**src/rtl/word_cfg_pkg.sv**
```systemverilog
// Shared definitions for the word configuration loader: field indices,
// FSM state encoding and the field-walk helper functions.
package word_cfg_pkg;

    localparam int NUM_FIELDS = 4;

    localparam logic [1:0] FLD_X  = 2'd0;
    localparam logic [1:0] FLD_Y  = 2'd1;
    localparam logic [1:0] FLD_AB = 2'd2;
    localparam logic [1:0] FLD_CX = 2'd3;

    typedef enum logic [1:0] {
        IDLE = 2'd0,
        LOAD = 2'd1,
        DONE = 2'd2
    } state_t;

    // Result of one step through the field mask: the next field to write
    // and whether the walk wrapped back to the lowest field (next block).
    typedef struct packed {
        logic       wrap;
        logic [1:0] fld;
    } fld_step_t;

    // Lowest set bit of the mask; x when the mask is empty (never used then).
    function automatic logic [1:0] first_field(input logic [NUM_FIELDS-1:0] mask);
        logic [1:0] r;
        logic       found;
        r     = FLD_X;
        found = 1'b0;
        for (int i = 0; i < NUM_FIELDS; i++) begin
            if (!found && mask[i]) begin
                r     = 2'(i);
                found = 1'b1;
            end
        end
        return r;
    endfunction

    // Lowest set mask bit strictly above cur; wraps to the lowest set bit.
    function automatic fld_step_t next_field(input logic [NUM_FIELDS-1:0] mask,
                                             input logic [1:0]            cur);
        fld_step_t r;
        logic      found;
        r.fld  = first_field(mask);
        r.wrap = 1'b1;
        found  = 1'b0;
        for (int i = 0; i < NUM_FIELDS; i++) begin
            if (!found && (i > int'(cur)) && mask[i]) begin
                r.fld  = 2'(i);
                r.wrap = 1'b0;
                found  = 1'b1;
            end
        end
        return r;
    endfunction

endpackage

```
**src/rtl/word_cfg_loader.sv**
```systemverilog
// Byte-stream configuration sequencer for one word of logic blocks.
// Bytes are written block-major, fields ascending within a block, with
// masked-off fields skipped. Every output except in_ready is registered.
module word_cfg_loader
    import word_cfg_pkg::*;
#(
    parameter int NUM_BLOCKS = 8
) (
    input  logic       clk,
    input  logic       rst_n,
    input  logic       start,
    input  logic [3:0] field_mask,
    input  logic       abort,
    input  logic [7:0] in_data,
    input  logic       in_valid,
    output logic       in_ready,
    output logic [7:0] cfg_in,
    output logic [2:0] cfg_addr,
    output logic       set_x,
    output logic       set_y,
    output logic       set_ab,
    output logic       set_cx,
    output logic       busy,
    output logic       done
);

    localparam logic [2:0] LAST_BLK = 3'(NUM_BLOCKS - 1);

    state_t     state_q, state_d;
    logic [3:0] mask_q, mask_d;
    logic [2:0] blk_q, blk_d;
    logic [1:0] fld_q, fld_d;
    logic [7:0] cfg_in_q, cfg_in_d;
    logic [2:0] cfg_addr_q, cfg_addr_d;
    logic [3:0] strb_q, strb_d;
    logic       busy_q, busy_d;
    logic       done_q, done_d;

    logic       xfer;
    logic       last_xfer;
    logic       start_ok;
    fld_step_t  step;

    // State register.
    always_ff @(posedge clk or negedge rst_n) begin
        if (!rst_n) begin
            state_q <= IDLE;
        end else begin
            state_q <= state_d;
        end
    end

    // Next-state logic; abort has priority over start and over a transfer.
    always_comb begin
        state_d = state_q;
        unique case (state_q)
            IDLE: begin
                if (start_ok) begin
                    state_d = (field_mask == 4'd0) ? DONE : LOAD;
                end
            end
            LOAD: begin
                if (abort) begin
                    state_d = IDLE;
                end else if (last_xfer) begin
                    state_d = DONE;
                end
            end
            DONE: begin
                state_d = IDLE;
            end
            default: begin
                state_d = IDLE;
            end
        endcase
    end

    // Output/datapath logic: handshake decode and next values of the registered outputs.
    always_comb begin
        in_ready  = (state_q == LOAD) && !abort;
        xfer      = in_ready && in_valid;
        start_ok  = (state_q == IDLE) && start && !abort;
        step      = next_field(mask_q, fld_q);
        last_xfer = xfer && step.wrap && (blk_q == LAST_BLK);

        mask_d     = mask_q;
        blk_d      = blk_q;
        fld_d      = fld_q;
        cfg_in_d   = cfg_in_q;
        cfg_addr_d = cfg_addr_q;
        strb_d     = 4'd0;

        if (start_ok) begin
            mask_d = field_mask;
            blk_d  = 3'd0;
            fld_d  = first_field(field_mask);
        end

        if (xfer) begin
            cfg_in_d   = in_data;
            cfg_addr_d = blk_q;
            strb_d     = 4'b0001 << fld_q;
            fld_d      = step.fld;
            if (step.wrap) begin
                blk_d = blk_q + 3'd1;
            end
        end

        busy_d = (state_d == LOAD);
        done_d = (state_d == DONE);
    end

    // Walk position, latched mask and registered outputs.
    always_ff @(posedge clk or negedge rst_n) begin
        if (!rst_n) begin
            mask_q     <= 4'd0;
            blk_q      <= 3'd0;
            fld_q      <= 2'd0;
            cfg_in_q   <= 8'd0;
            cfg_addr_q <= 3'd0;
            strb_q     <= 4'd0;
            busy_q     <= 1'b0;
            done_q     <= 1'b0;
        end else begin
            mask_q     <= mask_d;
            blk_q      <= blk_d;
            fld_q      <= fld_d;
            cfg_in_q   <= cfg_in_d;
            cfg_addr_q <= cfg_addr_d;
            strb_q     <= strb_d;
            busy_q     <= busy_d;
            done_q     <= done_d;
        end
    end

    assign cfg_in   = cfg_in_q;
    assign cfg_addr = cfg_addr_q;
    assign set_x    = strb_q[FLD_X];
    assign set_y    = strb_q[FLD_Y];
    assign set_ab   = strb_q[FLD_AB];
    assign set_cx   = strb_q[FLD_CX];
    assign busy     = busy_q;
    assign done     = done_q;

endmodule

```
**config.mk**
```make
export PLATFORM = sky130hd
export DESIGN_NAME = word_cfg_loader
export DESIGN_NICKNAME = d
export VERILOG_FILES = /design/src/rtl/word_cfg_pkg.sv /design/src/rtl/word_cfg_loader.sv
export SDC_FILE = /design/constraint.sdc
export NUM_CORES = 1
export LEC_CHECK = 0
export BUFFER_PORTS_ARGS = -buffer_cell sky130_fd_sc_hd__buf_2
export CORE_UTILIZATION = 29
export DETAILED_ROUTE_END_ITERATION = 8
export HOLD_SLACK_MARGIN = 0.03
export SYNTH_ARGS = -nofsm -noshare
export SYNTH_HDL_FRONTEND = slang
export SYNTH_SLANG_ARGS = --single-unit
```
**constraint.sdc**
```tcl
create_clock -name clk -period 1.6 [get_ports clk]
set_input_delay 0.08 -clock clk [delete_from_list [all_inputs] [get_ports clk]]
set_output_delay 0.08 -clock clk [all_outputs]
set_load 0.01 [all_outputs]
```
==> results of run 1 <==
-- worst min-delay path, stage by stage --
cell     delay (ns)
buf_2          0.11
nand2_1        0.05
o21ai_0        0.06
-- metrics by stage --
| step | setup slack, ns | instance area, µm² | hold slack, ns | std cells |
|---|---|---|---|---|
| detailed placement | 0.0926 | 1500 | 0.135 | 216 |
| global route | 0.0358 | 1670 | 0.0688 | 229 |
| finish | 0.0782 | 1670 | 0.0653 | 229 |
| floorplan | 0.0627 | 1250 | -0.216 | 131 |
| CTS | 0.0703 | 1670 | 0.0551 | 229 |
| global placement | 0.109 | 1500 | 0.134 | 216 |
-- per-layer routing --
layer,vias to the layer above,global-route usage (%)
li1,527,-
met5,-,0
met4,0,3.65
met3,2,2.36
met2,13,20.5
met1,497,17.0
-- kinds of logic after synthesis --
logic type,count (synthesis),synth area share (%)
flops,28,55.8
compound gates,19,9.77
buf+inv,10,3.79
mux,3,2.39
simple gates,69,26.2
fa+ha+maj,2,1.99
-- Yosys cell counts (all sizes together) --
cell,n
o21a,1
nand4b,1
nor2,5
o311a,1
o211ai,1
a31oi,1
a32oi,1
and2,1
nand3b,1
nor3,1
dfrtp,28
o21bai,1
nor4b,1
a21oi,4
nor4,2
clkbuf,2
or4b,1
o21ai,6
nor3b,3
buf,3
a21o,1
o2bb2ai,2
inv,5
mux2i,3
nand2,50
nand2b,1
and3,1
nor2b,1
ha,2
-- worst max path at each step --
stage	from	to	slack (ns)	depth (start not counted)
after detailed placement	state_q[1]	fld_q[0]	0.09	3
final	state_q[1]	fld_q[0]	0.08	3
after CTS	state_q[1]	fld_q[0]	0.07	3
after global placement	state_q[0]	fld_q[0]	0.11	3
after floorplan	state_q[1]	blk_q[0]	0.06	4
after global routing	state_q[0]	fld_q[0]	0.04	3
-- layout make-up --
| cell class | count | share of cell area (%) |
|---|---|---|
| flip-flops and latches | 28 | 42.1 |
| multi-input cells | 93 | 30.4 |
| repair buffers | 49 | 18.3 |
| well taps | 50 | 3.76 |
| clock buffers | 3 | 2.48 |
| clock inverters | 1 | 1.80 |
| inverters | 5 | 1.13 |
-- sequential cells by signal, indices dropped and copies added (netlist names) --
signal and count:
cfg_addr 3, state_q 2, strb_q 4, done 1, busy 1, fld_q 2, blk_q 3, cfg_in 8
mask_q 4
-- power by group --
part / leakage (nW) / switching (W) / internal [W]
Clock: 0.0357 / 0.000214 / 0.000335
Sequential: 0.366 / 0.0000932 / 0.000826
Combinational: 0.463 / 0.000240 / 0.000208
Total: 0.865 / 0.000547 / 0.00137
-- repair_timing --
| action | CTS | global route |
|---|---|---|
| hold endpoints to repair | 36 | 0 |
| endpoints found under the setup margin | 0 | 0 |
| hold buffers | 9 | 0 |
==> results.sh, run 1 <==
export IMPL_yosysTopAreaCellShare_pct=55.8
export IMPL_syn_num_nets=150
export IMPL_synth_seq_cells=28
export IMPL_wl_met1_um=1260
export IMPL_final_core_util_pct=40.8
export IMPL_final_cell_mix="nand2_1, buf_2, dfrtp_1, dlygate4sd3_1"
export IMPL_r2r_start="state_q[1]"
export IMPL_layout_min_cycle_time_ns=1.52
export IMPL_synth_avg_cell_area_um2=9.58
export IMPL_cts_tree="yes"
export IMPL_hold_viol=0
export IMPL_grt_setup_unrepaired="no"
export IMPL_first_global_vias=1037
export IMPL_gp_congestion=0.762
export IMPL_num_antenna_cells=0
export IMPL_drt_iter0_drc=18
export IMPL_cts_root_buf="clkbuf_8"
export IMPL_end_kind="flip-flop"
export IMPL_cp_slowest_cell="or4b_4"
export IMPL_final_common_cell="nand2_1"
export IMPL_p_total_w=0.00192
export IMPL_grt_usage_pct=12.6
export IMPL_r2r_slack_ns=0.08
export IMPL_min_to="mask_q[3]"
export IMPL_tns_ns=0
export IMPL_worstPathCellList="or4b_4 > o311a_1 > a31oi_1"
export IMPL_wl_um=2630
export IMPL_r2r_cells=3
export IMPL_fmax_ghz=0.657
export IMPL_setup_violations=0
export IMPL_crit_family="simple AND/OR/NAND/NOR gates"
export IMPL_r2r_end="fld_q[0]"
export IMPL_cts_buffers=3
export IMPL_multi_input_area_um2=507
export IMPL_maxCapViolations=0
export IMPL_clock_sinks=28
export IMPL_route_met2_wl_um=1280
export IMPL_seq_area_um2=701
export IMPL_hp_class="in -> reg"
export IMPL_viasPerCell=4.54
export IMPL_hold_depth=3
export IMPL_areaGrowthSynthToFinish_pct=32.7
export IMPL_top_layer="met4"
export IMPL_dr_wl_met3_um=76
export IMPL_antenna_found_initial=0
export IMPL_dr_pass1_iters=4
export IMPL_period_share_pct=95.1
export IMPL_die_w_um=67.8
export IMPL_htreeDepth=1
export IMPL_arrival_ns=1.72
export IMPL_cpPeakStageDelay_ns=0.56
export IMPL_worstPathRequired_ns=1.80
export IMPL_status="finished clean"
export IMPL_initial_utilization_pct=30.7
export IMPL_drive_gt1_share_pct=27.4
export IMPL_max_slew_margin_rel_pct=58.5
export IMPL_drc=0
export IMPL_cp_start_kind="flip-flop"
export IMPL_seq_area_frac_synth_pct=55.8
export IMPL_dp_hpwl_um=1920
export IMPL_drv_slew=0
export IMPL_peakVddDrop_mv=0.596
export IMPL_grt_pass1_wl_um=4430
export IMPL_crit_type="reg -> reg"
export IMPL_vias=1039
export IMPL_synth_area_um2=1250
export IMPL_postSynthCellCount=131
export IMPL_synth_top_cell_by_area="dfrtp_1"
export IMPL_path_clk_slew_ns=0.09
export IMPL_clk_latency_ns=0.27
export IMPL_die_area_um2=4590
export IMPL_grt_overflow=0
export IMPL_tightest_slew_ns=0.623
export IMPL_p_per_area_nw_per_um2=1150
export IMPL_clock_skew_ns=0.00561
export IMPL_power_leakage_nw=0.865
export IMPL_path_buf_inv=0
export IMPL_ant_nets=0
export IMPL_worst_hold_startpoint="field_mask[3]"
export IMPL_grt_max_degree=29
export IMPL_wl_per_cell_um=11.5
export IMPL_yosys_cell_types_count=33
export IMPL_core_area_um2=4090
export IMPL_yosysWarnings=0
export IMPL_ys_top_cells_by_area="dfrtp_1, nand2_1, mux2i_1, o21ai_0, ha_1"
export IMPL_fp_dieH_um=67.8
export IMPL_nFillCells=412
export IMPL_cts_setup_buffers=0
export IMPL_ios=35
export IMPL_clock_path_buffers=2
export IMPL_post_cts_resized=0
export IMPL_finalNetCount=199
export IMPL_cp_max_fo=5
export IMPL_numPortBuffers=34
export IMPL_num_rows=23
Note: power is estimated with default switching activity, not from simulation.
==> run 2: changes to the inputs <==
Settings changed: RECOVER_POWER from default to 100.
==> run 2 against run 1 <==
  * Global-route usage is the same
  * Maximum frequency shrank 0.25%
  * Via count shrank 0.58%
  * Final area shrank 2.0%
  * Worst setup slack lost 0.0038 ns
==> results.sh, run 2 (synthesized netlist as in run 1, its figures left out) <==
export IMPL_antenna_found_initial=0
export IMPL_die_w_um=67.8
export IMPL_maxCapViolations=0
export IMPL_initial_utilization_pct=30.7
export IMPL_wl_per_cell_um=11.7
export IMPL_hold_slack_ns=0.0668
export IMPL_peakVddDrop_mv=0.595
export IMPL_finalNetCount=199
export IMPL_grt_pass1_wl_um=4430
export IMPL_wl_um=2670
export IMPL_setup_violations=0
export IMPL_cp_start_kind="flip-flop"
export IMPL_dr_pass1_iters=4
export IMPL_clock_skew_ns=0.00642
export IMPL_hold_viol=0
export IMPL_final_common_cell="nand2_1"
export IMPL_grt_overflow=0
export IMPL_clk_latency_ns=0.27
export IMPL_first_global_vias=1037
export IMPL_dp_hpwl_um=1920
export IMPL_grt_setup_unrepaired="no"
export IMPL_cts_tree="yes"
export IMPL_final_cell_mix="nand2_1, dfrtp_1, clkbuf_1, buf_2, dlygate4sd3_1"
export IMPL_grt_max_degree=29
export IMPL_viasPerCell=4.51
export IMPL_cp_max_fo=5
export IMPL_htreeDepth=1
export IMPL_ant_nets=0
export IMPL_power_leakage_nw=0.791
export IMPL_fmax_ghz=0.655
export IMPL_cts_root_buf="clkbuf_8"
export IMPL_status="finished clean"
export IMPL_largest_reg_flops=8
export IMPL_crit_type="reg -> reg"
export IMPL_arrival_ns=1.72
export IMPL_cpPeakStageDelay_ns=0.56
export IMPL_grt_usage_pct=12.6
export IMPL_layout_min_cycle_time_ns=1.53
export IMPL_die_area_um2=4590
export IMPL_p_per_area_nw_per_um2=1160
export IMPL_areaGrowthSynthToFinish_pct=30.0
export IMPL_num_antenna_cells=0
export IMPL_drc=0
export IMPL_drive_gt1_share_pct=16.8
export IMPL_max_slew_margin_rel_pct=54.2
export IMPL_numPortBuffers=34
export IMPL_gp_congestion=0.762
export IMPL_cp_slowest_cell="or4b_4"
export IMPL_cts_buffers=3
export IMPL_ios=35
export IMPL_num_rows=23
export IMPL_worstPathRequired_ns=1.80
export IMPL_drv_slew=0
export IMPL_end_kind="flip-flop"
export IMPL_vias=1033
export IMPL_clock_path_buffers=2
export IMPL_tightest_slew_ns=0.687
export IMPL_core_area_um2=4090
export IMPL_tns_ns=0
export IMPL_fp_dieH_um=67.8
export IMPL_hp_class="in -> reg"
export IMPL_worstPathCellList="or4b_4 > o311a_1 > a31oi_1"
export IMPL_drt_iter0_drc=24
export IMPL_clock_sinks=28
export IMPL_path_clk_slew_ns=0.09
export IMPL_period_share_pct=95.4
==> run 2: changes by cell type in the layout (fill, tap and decap cells not counted), sizes merged <==
cell	delta
buf	-22
clkbuf	+22
==> run 2: per-layer routing <==
layer | routed length (µm) | share of wire, % | global-route usage [%]
met1 | 1290 | 48 | 17.0
met2 | 1280 | 48 | 20.5
met3 | 81 | 3.0 | 2.36
met4 | 14 | 0.52 | 3.65
met5 | 0 | 0 | 0
==> run 2: critical path, delay by kind of cell, from the launching register on <==
family	cells	cell delay, ns
flip-flops	1	0.41
AND/OR/NAND/NOR	1	0.56
AO/OA/AOI/OAI	2	0.48
==> run 2: what timing repair did <==
action | in CTS | in global routing
endpoints found under the setup margin | 0 | 0
endpoints found under the hold margin | 36 | 0
hold buffers | 9 | 0
buffers inserted | 0 | 0
resized for setup | 0 | 0
==> run 2: power by group <==
| part | switching [W] | total [W] | internal (W) |
|---|---|---|---|
| sequential | 0.0000968 | 0.000923 | 0.000826 |
| combinational | 0.000240 | 0.000423 | 0.000183 |
| clock | 0.000217 | 0.000552 | 0.000335 |
| total | 0.000554 | 0.00190 | 0.00134 |
==> run 2: through the flow <==
step                cells  worst slack (ns)  power, W  utilization [%]  instance area (µm²)
finish                229            0.0744   0.00190             39.9                 1630
global route          229            0.0274   0.00201             39.9                 1630
CTS                   229            0.0703   0.00194             40.8                 1670
detailed placement    216            0.0926   0.00137             36.8                 1500
global placement      216             0.109   0.00136             36.8                 1500
floorplan             131            0.0627   0.00118                -                 1250
==> run 2: worst paths after layout <==
path                                     from           to  slack, ns  cells past startpoint
worst min-delay path            field_mask[3]    mask_q[3]       0.07                      3
min in group asynchronous               rst_n  cfg_addr[1]       0.37                      2
worst max-delay path               state_q[1]     fld_q[0]       0.07                      3
worst max register to register     state_q[1]     fld_q[0]       0.07                      3
max in group asynchronous               rst_n    mask_q[2]       0.79                      2
worst min register to register      cfg_in[1]    cfg_in[1]       0.49                      2
==> run 2: area by class of cell <==
type	instances	area [µm²]
inverter	5	18.8
sequential	28	701
timing repair buffer	49	272
clock buffer	3	41.3
tap	50	62.6
fill	419	2450
clock inverter	1	30.0
multi-input combinational	93	507
==> run 3: changes to the inputs <==
Settings changed: CORE_UTILIZATION 29 to 45, PLACE_DENSITY from default to 0.73.
==> run 3 against run 2 <==
  * Utilization increased by 24 points
  * Total power decreased by 2.3%
  * Register-to-register slack got worse by 0.02 ns
  * Sequential cell count unchanged
  * Global-route usage increased by 10 points
  * Maximum frequency decreased by 1.5%
  * Via count increased by 9.7%
  * Critical path type unchanged
  * Critical endpoint unchanged
  * Largest power group unchanged
  * Highest routed layer unchanged
==> results.sh, run 3 (synthesized netlist as in run 1, its figures left out) <==
export IMPL_fmax_ghz=0.645
export IMPL_cts_tree="yes"
export IMPL_ios=35
export IMPL_worstPathRequired_ns=1.85
export IMPL_dr_pass1_iters=4
export IMPL_hold_viol=0
export IMPL_cpPeakStageDelay_ns=0.57
export IMPL_clock_skew_ns=0.00579
export IMPL_vias=1133
export IMPL_wl_um=3170
export IMPL_layout_min_cycle_time_ns=1.55
export IMPL_grt_max_degree=29
export IMPL_path_clk_slew_ns=0.15
export IMPL_fp_dieH_um=54.8
export IMPL_pwr_share_seq_pct=49.9
export IMPL_final_common_cell="nand2_1"
export IMPL_crit_type="reg -> reg"
export IMPL_intPower_w=0.00127
export IMPL_period_share_pct=96.9
export IMPL_finalNetCount=202
export IMPL_final_cell_mix="nand2_1, dfrtp_1, clkbuf_1, buf_2, dlygate4sd3_1"
export IMPL_cts_root_buf="clkbuf_4"
export IMPL_switchingPower_w=0.000581
export IMPL_r2r_slack_ns=0.05
export IMPL_grt_usage_pct=23.0
export IMPL_clock_path_buffers=2
export IMPL_drc=0
export IMPL_cp_max_fo=5
export IMPL_power_leakage_nw=0.797
export IMPL_ant_nets=0
export IMPL_maxCapViolations=0
export IMPL_viasPerCell=5.34
export IMPL_initial_utilization_pct=49.3
export IMPL_grt_pass1_wl_um=4860
export IMPL_num_antenna_cells=0
export IMPL_place_ws_ns=0.0547
export IMPL_hp_class="in -> reg"
export IMPL_wl_per_cell_um=15.0
export IMPL_die_w_um=54.8
export IMPL_end_kind="flip-flop"
export IMPL_areaGrowthSynthToFinish_pct=30.6
export IMPL_cts_buffers=3
export IMPL_setup_violations=0
export IMPL_status="finished clean"
export IMPL_core_area_um2=2540
export IMPL_numPortBuffers=34
export IMPL_comb_power_share_pct=24.9
export IMPL_nFillCells=231
export IMPL_antenna_found_initial=0
export IMPL_cp_slowest_cell="or4b_4"
export IMPL_tightest_slew_ns=0.699
export IMPL_drv_slew=0
export IMPL_drive_gt1_share_pct=15.4
export IMPL_largest_reg_flops=8
export IMPL_first_global_vias=1103
export IMPL_gp_congestion=0.864
export IMPL_drt_iter0_drc=23
export IMPL_peakVddDrop_mv=0.776
export IMPL_grt_overflow=0
export IMPL_power_share_clock_pct=25.2
export IMPL_p_per_area_nw_per_um2=1130
export IMPL_setup_ws_ns=0.0504
export IMPL_tns_ns=0
export IMPL_cp_start_kind="flip-flop"
export IMPL_htreeDepth=1
export IMPL_swShare_pct=31.4
export IMPL_clock_sinks=28
export IMPL_clk_latency_ns=0.33
export IMPL_max_slew_margin_rel_pct=53.4
export IMPL_die_area_um2=3000
export IMPL_dp_hpwl_um=1940
export IMPL_grt_setup_unrepaired="no"
export IMPL_worstPathCellList="or4b_4 > o311a_1 > a31oi_1"
export IMPL_num_rows=18
export IMPL_arrival_ns=1.80
[run 3: cell types whose count changed in the layout (fill, tap and decap cells not counted), sizes merged]
cell / previous run / this run
buf: 18 / 17
dlygate4sd3: 9 / 13
[run 3: power by group through the flow]
| stage | registers, W | clock network [W] | logic [W] |
|---|---|---|---|
| 3_3_place_gp | 0.000925 | 0 | 0.000422 |
| 5_1_grt | 0.000940 | 0.000492 | 0.000518 |
| 4_1_cts | 0.000917 | 0.000469 | 0.000469 |
| 6_report | 0.000924 | 0.000467 | 0.000462 |
| 2_1_floorplan | 0.000939 | 0 | 0.000242 |
| 3_5_place_dp | 0.000933 | 0 | 0.000440 |
[run 3: repair_timing]
item / in CTS / in global routing
hold endpoints to repair: 40 / 0
gates resized for setup: 0 / 2
hold buffers: 13 / 0
endpoints found under the setup margin: 0 / 5
setup buffers: 0 / 0
[run 3: routing by layer]
layer  GRT usage, %  up-vias  part of all wire (%)
met4           5.98        0                   2.1
li1               -      540                     -
met2           42.6       32                    56
met3           2.50       10                   2.7
met1           27.8      551                    39
met5              0        -                     0
[run 3: cell type report]
cell class | instances | area [µm²] | share of cell area (%)
flip-flops and latches | 28 | 701 | 42.7
well taps | 30 | 37.5 | 2.29
inverters | 5 | 18.8 | 1.15
multi-input cells | 93 | 522 | 31.8
clock inverters | 1 | 30.0 | 1.83
clock buffers | 3 | 22.5 | 1.37
repair buffers | 52 | 308 | 18.8
[run 3: worst max-delay path, delay by kind of cell (launching register included)]
family	cells	cell delay [ns]
AO/OA/AOI/OAI	2	0.48
flip-flops	1	0.44
AND/OR/NAND/NOR	1	0.57
[run 3: metrics by stage]
stage / power, W / area, µm² / hold slack [ns] / util (%) / std cells
CTS: 0.00185 / 1650 / 0.0795 / 65.0 / 212
global route: 0.00195 / 1640 / 0.0874 / 64.4 / 212
finish: 0.00185 / 1640 / 0.0804 / 64.4 / 212
floorplan: 0.00118 / 1250 / -0.216 / - / 131
detailed placement: 0.00137 / 1470 / 0.130 / 57.8 / 195
global placement: 0.00135 / 1470 / 0.126 / 57.8 / 195
[run 3: worst paths after layout]
path	startpoint	endpoint	depth (start not counted)
worst max-delay path	state_q[1]	fld_q[0]	3
worst min-delay path	abort	busy	3
worst max register to register	state_q[1]	fld_q[0]	3
worst min register to register	cfg_in[7]	cfg_in[7]	2
max in group asynchronous	rst_n	cfg_in[3]	2
min in group asynchronous	rst_n	strb_q[1]	2
